File: config.mk
export PLATFORM = sky130hd
export DESIGN_NAME = uart_tx_fifo
export DESIGN_NICKNAME = d
export VERILOG_FILES = /design/src/rtl/uart_tx_fifo.sv
export SDC_FILE = /design/constraint.sdc
export NUM_CORES = 1
export LEC_CHECK = 0
export CAP_MARGIN = 5
export CELL_PAD_IN_SITES_DETAIL_PLACEMENT = 2
export CELL_PAD_IN_SITES_GLOBAL_PLACEMENT = 2
export CORE_ASPECT_RATIO = 0.6
export CORE_UTILIZATION = 37
export CTS_BUF_LIST = sky130_fd_sc_hd__clkbuf_4
export CTS_CLUSTER_DIAMETER = 60
export CTS_CLUSTER_SIZE = 24
export DETAILED_ROUTE_END_ITERATION = 10
export PLACE_DENSITY_LB_ADDON = 0.08
export SETUP_SLACK_MARGIN = 0.2
export SLEW_MARGIN = 20
export SYNTH_ARGS = -nofsm -noshare
export SYNTH_HDL_FRONTEND = slang
export SYNTH_SLANG_ARGS = --single-unit
File: constraint.sdc
create_clock -name clk -period 3.65 [get_ports clk]
set_input_delay 0.9125 -clock clk [delete_from_list [all_inputs] [get_ports clk]]
set_output_delay 0.9125 -clock clk [all_outputs]
set_load 0.01 [all_outputs]
File: src/rtl/uart_tx_fifo.sv
// uart_tx_fifo -- byte FIFO feeding an 8N1 UART transmitter.
//
// Bytes written with data_valid while ready is high are queued in a circular
// buffer. The transmitter pops the head byte and sends it as a start bit
// (low), eight data bits LSB first, and a stop bit (high). Each bit lasts
// divisor = (sysclk_frequency*1000)/baud_rate clock cycles, so a frame is
// always 10*divisor cycles. When bytes are still queued at the end of a stop
// bit, the next frame starts immediately, with no idle gap.
//
// Parameters
//   sysclk_frequency : system clock in 100 kHz units (1250 = 125.0 MHz)
//   baud_rate        : line rate in 100-baud units (1152 = 115200 baud)
//   fifo_depth_log2  : FIFO holds 2**fifo_depth_log2 bytes
//
// Ports
//   clk        : sole clock, rising edge
//   reset_in   : synchronous active-high reset
//   data_in    : byte to enqueue
//   data_valid : write request qualifying data_in
//   ready      : FIFO can accept a byte this cycle
//   fifo_count : bytes queued, excluding the byte being shifted out
//   busy       : a frame is on the line or the FIFO is non-empty
//   txd        : registered serial output, idle high
module uart_tx_fifo #(
  parameter int sysclk_frequency = 1250,
  parameter int baud_rate        = 1152,
  parameter int fifo_depth_log2  = 4
) (
  input  logic                     clk,
  input  logic                     reset_in,
  input  logic [7:0]               data_in,
  input  logic                     data_valid,
  output logic                     ready,
  output logic [fifo_depth_log2:0] fifo_count,
  output logic                     busy,
  output logic                     txd
);

  localparam int DEPTH   = 1 << fifo_depth_log2;
  localparam int CNT_W   = fifo_depth_log2 + 1;
  localparam int DIVISOR = (sysclk_frequency * 1000) / baud_rate;
  localparam int TIMER_W = $clog2(DIVISOR);
  localparam logic [TIMER_W-1:0] TIMER_LOAD = TIMER_W'(DIVISOR - 1);
  localparam logic [CNT_W-1:0]   DEPTH_CNT  = CNT_W'(DEPTH);

  typedef enum logic [1:0] {
    IDLE,
    START,
    DATA,
    STOP
  } state_t;

  state_t                     state;
  state_t                     state_nxt;
  logic [TIMER_W-1:0]         timer;
  logic [TIMER_W-1:0]         timer_nxt;
  logic [2:0]                 bit_cnt;
  logic [2:0]                 bit_cnt_nxt;
  logic [7:0]                 shreg;
  logic [7:0]                 shreg_nxt;
  logic                       txd_nxt;

  logic [7:0]                 mem [DEPTH];
  logic [fifo_depth_log2-1:0] wr_ptr;
  logic [fifo_depth_log2-1:0] rd_ptr;
  logic                       push;
  logic                       pop;
  logic                       fifo_nonempty;

  assign ready         = (fifo_count < DEPTH_CNT);
  assign push          = data_valid & ready;
  assign fifo_nonempty = (fifo_count != '0);
  assign busy          = (state != IDLE) | fifo_nonempty;

  // Next-state logic: bit timing, frame sequencing and FIFO pop decision.
  // Pops look only at the registered count, so a byte written into an empty
  // FIFO is popped on the following cycle, not the one that writes it.
  always_comb begin
    state_nxt   = state;
    timer_nxt   = timer;
    bit_cnt_nxt = bit_cnt;
    shreg_nxt   = shreg;
    pop         = 1'b0;
    txd_nxt     = 1'b1;

    case (state)
      IDLE: begin
        if (fifo_nonempty) begin
          pop       = 1'b1;
          shreg_nxt = mem[rd_ptr];
          timer_nxt = TIMER_LOAD;
          state_nxt = START;
        end
      end

      START: begin
        txd_nxt = 1'b0;
        if (timer == '0) begin
          timer_nxt   = TIMER_LOAD;
          bit_cnt_nxt = 3'd0;
          state_nxt   = DATA;
        end else begin
          timer_nxt = timer - 1'b1;
        end
      end

      DATA: begin
        txd_nxt = shreg[0];
        if (timer == '0) begin
          timer_nxt = TIMER_LOAD;
          if (bit_cnt == 3'd7) begin
            state_nxt = STOP;
          end else begin
            bit_cnt_nxt = bit_cnt + 3'd1;
            shreg_nxt   = shreg >> 1;
          end
        end else begin
          timer_nxt = timer - 1'b1;
        end
      end

      STOP: begin
        if (timer == '0) begin
          // Chain straight into the next frame when bytes are waiting.
          if (fifo_nonempty) begin
            pop       = 1'b1;
            shreg_nxt = mem[rd_ptr];
            timer_nxt = TIMER_LOAD;
            state_nxt = START;
          end else begin
            state_nxt = IDLE;
          end
        end else begin
          timer_nxt = timer - 1'b1;
        end
      end

      default: state_nxt = IDLE;
    endcase
  end

  // State, timer, shifter, line register and FIFO bookkeeping.
  // txd is registered from the current state, so the line lags the state by
  // one cycle; every bit still lasts exactly divisor cycles.
  always_ff @(posedge clk) begin
    if (reset_in) begin
      state      <= IDLE;
      timer      <= '0;
      bit_cnt    <= '0;
      shreg      <= '0;
      txd        <= 1'b1;
      wr_ptr     <= '0;
      rd_ptr     <= '0;
      fifo_count <= '0;
    end else begin
      state   <= state_nxt;
      timer   <= timer_nxt;
      bit_cnt <= bit_cnt_nxt;
      shreg   <= shreg_nxt;
      txd     <= txd_nxt;

      if (push) begin
        wr_ptr <= wr_ptr + 1'b1;
      end
      if (pop) begin
        rd_ptr <= rd_ptr + 1'b1;
      end

      case ({push, pop})
        2'b10:   fifo_count <= fifo_count + 1'b1;
        2'b01:   fifo_count <= fifo_count - 1'b1;
        default: fifo_count <= fifo_count;
      endcase
    end
  end

  // Storage array: data only, never reset; writes are blocked during reset.
  always_ff @(posedge clk) begin
    if (push && !reset_in) begin
      mem[wr_ptr] <= data_in;
    end
  end

endmodule

==> impl_metrics.py <==
metrics = {
    "min_path": {
        "hp-class": "flip-flop to flip-flop",
        "min_path_cells": 2,
        "hold_path.startpoint": "shreg[6]",
        "min_to": "shreg[6]",
    },
    "worst_setup_path": {
        "r2r_cells": 13,
        "worst-setup-path-type": "flip-flop to primary output",
        "crit_arrival_ps": 2290,
        "worst_path_max_delay_cell": "clkdlybuf4s50_1",
        "crit_buf_inv": 2,
        "crit_family": "buffers and inverters",
        "slowest_delay_ps": 490,
        "r2r-start": "timer[0]",
        "cp_max_fo": 8,
        "worstPathCellList": "or2_2, nor4_4, buf_4, nand2_1, clkdlybuf4s50_1",
        "end_kind": "primary output",
        "crit_required_ps": 2740,
        "critPathLaunchType": "flip-flop",
        "r2r_end": "fifo_count[4]",
        "r2r_slack_ps": 500,
    },
    "cts": {
        "clkSlewWorstSetupHoldPaths_ps": 140,
        "cts_buffer_depth": 2,
        "cts-root-buf": "clkbuf_4",
        "cts_made_buffers": 17,
        "htree_num_levels": 4,
        "insertion_delay_ps": 580,
        "cts_sinks": 170,
        "post-cts-setup-buffers": 0,
        "cts_tree": "built",
        "ctsHoldBuffers": 0,
    },
    "power": {
        "irDropWorstVdd_v": 0.000225,
        "power.static_leakage_nw": 2.67,
        "p_per_area_mw_per_mm2": 694,
        "power_w": 0.00569,
    },
    "die": {
        "die_area_mm2": 0.0202,
        "coreArea_mm2": 0.0191,
        "num_rows": 39,
        "fp.dieH_um": 110,
        "start_util_pct": 37.9,
        "ios": 19,
        "die_w_um": 183,
    },
    "cells_and_area": {
        "final_common_cell": "edfxtp_1",
        "drive_above_1_share_pct": 20.0,
        "fillers": 1949,
        "syn2layout_area_growth_pct": 13.0,
        "final_core_util_pct": 42.9,
        "final_nets": 570,
        "fin_cells": 824,
        "final_cell_mix": "128 x edfxtp_1, 69 x nor2_1, 41 x dfxtp_1",
    },
    "route": {
        "drt_iter0_drc": 275,
        "drt-total-wl_um": 18500,
        "ant_nets": 0,
        "wl_per_cell_um": 22.5,
        "routed_via_density": 5.26,
        "vias": 4337,
        "drtPass1Iterations": 4,
        "drc_errors": 0,
    },
    "placed_design": {
        "port_buffers": 18,
        "dp_hpwl_um": 13000,
        "routabilityCongestion": 0.763,
        "place_inst": 790,
    },
    "sta": {
        "period_minus_slack_ps": 3200,
        "slew_headroom_pct": 52.6,
        "fin_setup_tns_ps": 0,
        "hold_violations": 0,
        "rsz0062_at_grt": "false",
        "setup_violations": 0,
        "tightest_slew_ps": 710,
        "fmax_mhz": 313,
        "clock_skew_ps": 20.7,
        "slew_viol_final": 0,
        "period_share_pct": 87.6,
    },
    "yosys": {
        "syn_area_mm2": 0.00726,
        "synth_seq_area_share_pct": 64.6,
        "ys.warnings.count": 0,
        "avgSynthCellArea_um2": 14.5,
        "synthFlopType": "edfxtp_1",
        "syn_inst": 501,
        "ys_ff_latch": 170,
        "synth-edff-count": 128,
        "syn_nets": 528,
        "async_reset_ff_share_pct": 0,
        "ys_types": 48,
    },
    "global_routing": {
        "grt_pass1_vias": 4692,
        "grt_max_degree": 43,
        "antenna_found_initial": 1,
        "grt_first_pass_wirelength_um": 29000,
        "overflow": 0,
        "grt_use_total_pct": 20.0,
    },
    "status": {
        "status": "finished, final reports clean",
    },
    "run": {
        "cap_violations": 0,
    },
}
worst max-delay path by stage:
stage / startpoint / end / slack (ps) / cells past startpoint
5_1_grt: timer[0] / fifo_count[4] / 220 / 13
3_3_place_gp: data_valid / fifo_count[4] / 340 / 11
3_5_place_dp: data_valid / fifo_count[4] / 290 / 11
2_1_floorplan: timer[0] / fifo_count[4] / 290 / 14
4_1_cts: timer[0] / fifo_count[4] / 350 / 13
6_report: fifo_count[1] / busy / 450 / 5
worst min-delay path: cells and delay by family (launching register included):
kind             cells  cell delay [ps]
AO/OA/AOI/OAI        1               50
AND/OR/NAND/NOR      1               60
flip-flops           1              360
area by class of cell:
| class | count | area, um^2 | share of cell area [%] |
|---|---|---|---|
| inverters | 13 | 48.8 | 0.595 |
| well taps | 266 | 333 | 4.06 |
| repair buffers | 47 | 405 | 4.94 |
| clock inverters | 14 | 148 | 1.80 |
| flip-flops and latches | 170 | 4690 | 57.1 |
| clock buffers | 18 | 135 | 1.65 |
| multi-input cells | 294 | 2440 | 29.7 |
| diodes | 2 | 5.00 | 0.0610 |
report_power, final:
group	leakage (nW)	total, W	switching (W)	internal, W
Combinational	1.03	0.00219	0.00125	0.000939
Sequential	1.50	0.00239	0.000163	0.00222
Clock	0.142	0.00111	0.000695	0.000415
logic make-up after synthesis:
logic type                 after synthesis  synth area share [%]
DFF                                    170                  64.6
and+or+nand+nor                        152                  10.6
AOI/OAI and AO/OA                       59                  5.29
muxes                                   55                  13.3
buffers and inverters                   37                  2.02
adders and majority gates               16                  2.76
xor gates and xnor gates                12                  1.45
synth_stat cells, types with 2 or more instances:
library cell	instances	area [um^2]
nand3b_1	3	22.5
edfxtp_1	128	3840
nor2_1	69	259
a22oi_1	3	22.5
clkbuf_1	13	48.8
buf_2	5	25.0
buf_1	5	18.8
nor4b_1	2	17.5
nand2_1	19	71.3
nor2b_1	8	50.1
nor4_4	3	63.8
o21ai_0	10	50.1
a21oi_1	23	115
o31ai_1	2	15.0
nand2b_1	5	31.3
mux4_2	33	743
or4_1	2	15.0
or2_2	3	18.8
o22ai_1	2	12.5
o21ai_1	2	10.0
xor2_1	7	61.3
ha_1	16	200
mux2_2	3	33.8
or3_1	4	25.0
inv_1	13	48.8
a2111oi_0	5	43.8
nand4_1	2	12.5
xnor2_1	5	43.8
nor3_1	24	120
nand3_1	3	15.0
mux2i_1	19	190
a31oi_1	3	18.8
dfxtp_1	42	841
flip-flops by register name, indices dropped and copies added (netlist names), named ones only:
register	flops
rd_ptr	4
mem	128
wr_ptr	4
bit_cnt	3
txd	1
timer	11
shreg	8
state	2
fifo_count	5
repair_timing:
| item | CTS | global route |
|---|---|---|
| endpoints found under the setup margin | 0 | 1 |
| gates resized for setup | 0 | 2 |
| endpoints found under the hold margin | 0 | 0 |
metrics by stage:
stage                     cell area (um^2)  worst slack (ps)  hold slack (ps)
after floorplan                       7260               287              445
after global placement                7900               343              484
after detailed placement              7900               288              488
after CTS                             8180               346              493
after global routing                  8200               216              521
final                                 8200               451              503
per-layer routing:
layer | up-vias | routed length, um | track usage, %
met2 | 66 | 7910 | 28.3
met4 | 0 | 179 | 5.33
met1 | 2270 | 9750 | 30.7
met5 | - | 0 | 0
met3 | 11 | 680 | 4.25
li1 | 1990 | - | -
(Power assumes the default switching activity.)
